`config.mk`:
```
export PLATFORM = sky130hd
export DESIGN_NAME = id_ex_stage
export DESIGN_NICKNAME = d
export VERILOG_FILES = /design/src/rtl/id_ex_stage.sv
export SDC_FILE = /design/constraint.sdc
export NUM_CORES = 1
export LEC_CHECK = 0
export CAP_MARGIN = 5
export CORE_AREA = 3 3 146 148
export DETAILED_ROUTE_END_ITERATION = 6
export DIE_AREA = 0 0 149 151
export GPL_TIMING_DRIVEN = 0
export PLACE_DENSITY = 0.69
export SYNTH_ARGS = -nofsm -noshare
export SYNTH_HDL_FRONTEND = slang
export SYNTH_SLANG_ARGS = --single-unit
```
`constraint.sdc`:
```
create_clock -name clk -period 9.45 [get_ports clk]
set_input_delay 1.89 -clock clk [delete_from_list [all_inputs] [get_ports clk]]
set_output_delay 1.89 -clock clk [all_outputs]
set_load 0.02 [all_outputs]
```
`src/rtl/id_ex_stage.sv`:
```
// id_ex_stage: ID/EX pipeline register with EX-cycle operand forwarding and load-use hazard detection.
// Define ID_EX_FWD_EN to enable forwarding; otherwise RAW hazards on EX/EX-MEM producers stall instead.
module id_ex_stage #(
  parameter int XLEN = 32,
  parameter int RA_W = 5
) (
  input  logic            clk,
  input  logic            rst,
  input  logic            stall_i,
  input  logic            flush_i,
  input  logic            id_valid,
  input  logic            id_reg_write,
  input  logic            id_mem_read,
  input  logic            id_mem_write,
  input  logic            id_src1_pc,
  input  logic            id_src2_imm,
  input  logic [3:0]      id_alu_op,
  input  logic [RA_W-1:0] id_rs1,
  input  logic [RA_W-1:0] id_rs2,
  input  logic [RA_W-1:0] id_rd,
  input  logic [XLEN-1:0] id_rs1_data,
  input  logic [XLEN-1:0] id_rs2_data,
  input  logic [XLEN-1:0] id_imm,
  input  logic [XLEN-1:0] id_pc,
  input  logic            exmem_reg_write,
  input  logic            memwb_reg_write,
  input  logic [RA_W-1:0] exmem_rd,
  input  logic [RA_W-1:0] memwb_rd,
  input  logic [XLEN-1:0] exmem_result,
  input  logic [XLEN-1:0] memwb_result,
  output logic            hazard_o,
  output logic            ex_valid,
  output logic            ex_reg_write,
  output logic            ex_mem_read,
  output logic            ex_mem_write,
  output logic [3:0]      ex_alu_op,
  output logic [RA_W-1:0] ex_rd,
  output logic [XLEN-1:0] ex_operand1,
  output logic [XLEN-1:0] ex_operand2,
  output logic [XLEN-1:0] ex_store_data,
  output logic [XLEN-1:0] ex_pc
);
  logic            r_valid, r_reg_write, r_mem_read, r_mem_write, r_src1_pc, r_src2_imm;
  logic [3:0]      r_alu_op;
  logic [RA_W-1:0] r_rd;
  logic [XLEN-1:0] r_rs1_data, r_rs2_data, r_imm, r_pc;
  logic [XLEN-1:0] w_fwd1, w_fwd2;
  logic            w_lu, w_dep, w_bub;
`ifdef ID_EX_FWD_EN
  logic [RA_W-1:0] r_rs1, r_rs2;
  always_comb begin
    w_fwd1 = (exmem_reg_write && exmem_rd == r_rs1 && r_rs1 != '0) ? exmem_result :
             (memwb_reg_write && memwb_rd == r_rs1 && r_rs1 != '0) ? memwb_result : r_rs1_data;
    w_fwd2 = (exmem_reg_write && exmem_rd == r_rs2 && r_rs2 != '0) ? exmem_result :
             (memwb_reg_write && memwb_rd == r_rs2 && r_rs2 != '0) ? memwb_result : r_rs2_data;
  end
  always_ff @(posedge clk or posedge rst)
    if (rst) begin
      r_rs1 <= '0;
      r_rs2 <= '0;
    end else if (!stall_i) begin
      r_rs1 <= w_bub ? '0 : id_rs1;
      r_rs2 <= w_bub ? '0 : id_rs2;
    end
`else
  // The register file writes through for MEM/WB, so these ports carry nothing this stage needs.
  logic w_unused;
  assign w_unused = ^{memwb_reg_write, memwb_rd, memwb_result, exmem_result};
  always_comb begin
    w_fwd1 = r_rs1_data;
    w_fwd2 = r_rs2_data;
  end
`endif
  always_comb begin
    w_lu = r_valid & r_mem_read & (r_rd != '0) & id_valid & ((id_rs1 == r_rd) | (id_rs2 == r_rd));
`ifdef ID_EX_FWD_EN
    w_dep = 1'b0;
`else
    w_dep = id_valid & (
      ((id_rs1 != '0) & ((r_valid & r_reg_write & (id_rs1 == r_rd)) | (exmem_reg_write & (id_rs1 == exmem_rd)))) |
      ((id_rs2 != '0) & ((r_valid & r_reg_write & (id_rs2 == r_rd)) | (exmem_reg_write & (id_rs2 == exmem_rd)))));
`endif
    hazard_o = ~rst & ~stall_i & (w_lu | w_dep);
    w_bub = flush_i | hazard_o;
  end
  always_ff @(posedge clk or posedge rst)
    if (rst) begin
      r_valid     <= 1'b0;
      r_reg_write <= 1'b0;
      r_mem_read  <= 1'b0;
      r_mem_write <= 1'b0;
      r_src1_pc   <= 1'b0;
      r_src2_imm  <= 1'b0;
      r_alu_op    <= '0;
      r_rd        <= '0;
      r_rs1_data  <= '0;
      r_rs2_data  <= '0;
      r_imm       <= '0;
      r_pc        <= '0;
    end else if (!stall_i) begin
      r_valid     <= ~w_bub & id_valid;
      r_reg_write <= ~w_bub & id_reg_write;
      r_mem_read  <= ~w_bub & id_mem_read;
      r_mem_write <= ~w_bub & id_mem_write;
      r_src1_pc   <= ~w_bub & id_src1_pc;
      r_src2_imm  <= ~w_bub & id_src2_imm;
      r_alu_op    <= w_bub ? '0 : id_alu_op;
      r_rd        <= w_bub ? '0 : id_rd;
      r_rs1_data  <= w_bub ? '0 : id_rs1_data;
      r_rs2_data  <= w_bub ? '0 : id_rs2_data;
      r_imm       <= w_bub ? '0 : id_imm;
      r_pc        <= w_bub ? '0 : id_pc;
    end
  assign ex_valid      = r_valid;
  assign ex_reg_write  = r_reg_write;
  assign ex_mem_read   = r_mem_read;
  assign ex_mem_write  = r_mem_write;
  assign ex_alu_op     = r_alu_op;
  assign ex_rd         = r_rd;
  assign ex_pc         = r_pc;
  assign ex_operand1   = r_src1_pc ? r_pc : w_fwd1;
  assign ex_operand2   = r_src2_imm ? r_imm : w_fwd2;
  assign ex_store_data = w_fwd2;
endmodule

```
==> results.json <==
{
  "setup_viol": 0,
  "drt-initial-drc-count": 325,
  "clock_latency_ns": 0.42,
  "wl_per_cell_um": 21.7,
  "synth.avg_cell_area_sq_um": 13.9,
  "critPathMaxFanout": 10,
  "drc": 0,
  "post_cts_buffers": 0,
  "synthDistinctLibCells": 23,
  "area_growth_pct": 63.9,
  "crit_path_end_kind": "output port",
  "antenna_left": 0,
  "outcome": "finished, final reports clean",
  "met2_usage_pct": 31.1,
  "die_h_um": 151,
  "cts.sinks": 143,
  "vdd.ir_drop.worst_mv": 0.109,
  "num_vias": 5623,
  "ys_seq_area_share_pct": 57.0,
  "hold_violations": 0,
  "antenna_found_initial": 0,
  "ys_ff_latch": 143,
  "tightest_slew_ns": 0.747,
  "grt_pass1_wl_um": 34200,
  "die_w_um": 149,
  "layout-drive-gt1-share_pct": 13.7,
  "clk_pin_slew_ns": 0.06,
  "max-clock-path-buffers": 2,
  "io_pins": 375,
  "fin_nets": 1008,
  "period_minus_slack_ns": 6.80,
  "root_buffer": "clkbuf_16",
  "use_met1_pct": 26.9,
  "worst_path_max_delay_cell": "clkdlybuf4s50_1",
  "syn_area_sq_um": 6280,
  "path_class": "input port to output port",
  "initial_utilization_pct": 31.1,
  "wirelength_um": 23000,
  "grt_busiest_layer": "met2",
  "place.gp.congestion": 0.868,
  "critPathLaunchType": "input port",
  "cts_buffers": 17,
  "grt_pass1_vias": 5778,
  "worst_hold_path_type": "flop to flop",
  "crit_chain": "clkdlybuf4s50_1, or4_1, o21ai_0, a211oi_1, nor4_4, buf_2, inv_2, clkdlybuf4s50_1",
  "powerDensity_nw_per_um2": 174,
  "skew_ns": 0.0144,
  "max_cap_violations": 0,
  "avgViaCountPerCell": 5.31,
  "synthCells": 451,
  "portBuffers": 304,
  "p_leak_nw": 4.10,
  "antenna-diode-count": 0,
  "grt_max_degree": 76,
  "finalMaxSlewViolations": 0,
  "rsz0062_at_grt": "no",
  "syn_nets": 684,
  "totalNegativeSetupSlack_ns": 0,
  "fmax_mhz": 147,
  "first_pass_iters": 4,
  "grt-ovfl-total": 0,
  "max_stage_delay_ns": 0.58,
  "worst-endpoint-arrival_ns": 4.91,
  "relSlewSlack_pct": 50.2,
  "cts_tree": "yes",
  "cp.required_ns": 7.56,
  "finalCritPeriodShare_pct": 72.0,
  "grt_usage_pct": 19.6,
  "ys_warn_count": 0,
  "final_util_pct": 51.1,
  "cts_resized": 0,
  "hpwlAfterDp_um": 16900,
  "core_area_sq_um": 20200,
  "ctsHoldBuffers": 0,
  "grtUsageMet3_pct": 4.22,
  "rows": 52,
  "dieArea_sq_um": 22500,
  "critPathMostFrequentCell": "clkdlybuf4s50_1",
  "htreeDepth": 4
}
## layout make-up
class / count / area (sq um)
multi-input cells: 251 / 2480
inverters: 3 / 16.3
plain buffers: 54 / 213
repair buffers: 305 / 3070
well taps: 270 / 338
fillers: 1814 / 9870
clock inverters: 14 / 163
flip-flops and latches: 143 / 3580
clock buffers: 18 / 439
## through the flow
step	cells	instance area (sq um)	total power [mW]	hold slack [ns]	worst slack (ns)
2_1_floorplan	451	6280	0.889	0.458	3.72
3_3_place_gp	1025	9660	1.11	0.467	1.41
3_5_place_dp	1026	9700	1.12	0.473	2.68
4_1_cts	1058	10300	1.81	0.486	2.66
5_1_grt	1058	10300	1.87	0.506	2.56
6_report	1058	10300	1.79	0.480	2.65
## layout by cell type (no fill, tap or decap), types with 2 or more instances in the layout
cell	count
buf_2	8
clkbuf_16	17
nor2_1	3
or4_1	3
nand3_1	6
o21ai_1	2
a32o_1	142
clkdlybuf4s50_1	304
clkbuf_1	46
a211oi_1	2
mux2_2	64
bufinv_16	3
xnor2_1	19
dfrtp_1	143
clkinv_2	6
inv_6	4
## metal layers
layer	share of wire, %	routed length, um
met1	44	10000
met2	48	11100
met3	5.7	1310
met4	2.4	544
met5	0	0
## where the power goes
group | internal [mW] | total, mW | switching, mW | leakage (nW)
combinational | 0.223 | 0.406 | 0.183 | 1.93
clock | 0.422 | 0.690 | 0.268 | 0.300
sequential | 0.660 | 0.697 | 0.0371 | 1.86
## cells by family after synthesis
kind of cell,after synthesis,synth area share [%]
flops,143,57.0
mux,64,11.5
buf+inv,57,3.57
simple gates,18,1.85
compound gates,149,23.4
xor+xnor,20,2.79
## critical path: cells and delay by family
family / cells / cell delay [ns]
AO/OA/AOI/OAI: 2 / 0.34
buffers and inverters: 4 / 1.54
AND/OR/NAND/NOR: 2 / 1.12
## registers in the layout (all words and copies together) (netlist names)
register	flops
r_src2_imm	1
ex_pc	32
ex_alu_op	4
ex_reg_write	1
ex_store_data	32
ex_rd	5
ex_mem_write	1
r_rs1_data	32
r_imm	32
ex_mem_read	1
r_src1_pc	1
ex_valid	1
## synthesized netlist by cell type
library cell | instances | area, sq um
clkbuf_1 | 46 | 173
o21ai_0 | 1 | 5.00
inv_2 | 1 | 3.75
nor2_1 | 3 | 11.3
nand4_1 | 1 | 6.26
inv_1 | 2 | 7.51
nor4_1 | 1 | 6.26
xor2_1 | 1 | 8.76
mux2_2 | 64 | 721
xnor2_1 | 19 | 166
o211ai_1 | 1 | 7.51
dfrtp_1 | 143 | 3580
nand3_1 | 6 | 30.0
nor4bb_1 | 1 | 10.0
o21ai_1 | 2 | 10.0
buf_2 | 8 | 40.0
nor4_4 | 1 | 21.3
or4_1 | 3 | 22.5
a32o_1 | 142 | 1420
o41ai_1 | 1 | 8.76
nor3_1 | 1 | 5.00
a211oi_1 | 2 | 15.0
nand2_1 | 1 | 3.75
## final timing paths
check	start	to	slack, ns	cells past startpoint
max reg2reg	ex_rd[0]	ex_pc[21]	6.55	7
max in group asynchronous	rst	r_imm[19]	6.63	3
min	r_imm[27]	r_imm[27]	0.48	1
max	id_rs2[2]	hazard_o	2.65	8
min reg2reg	r_imm[27]	r_imm[27]	0.48	1
min in group asynchronous	rst	ex_pc[0]	2.03	2
Note: power is estimated with default switching activity, not from simulation.
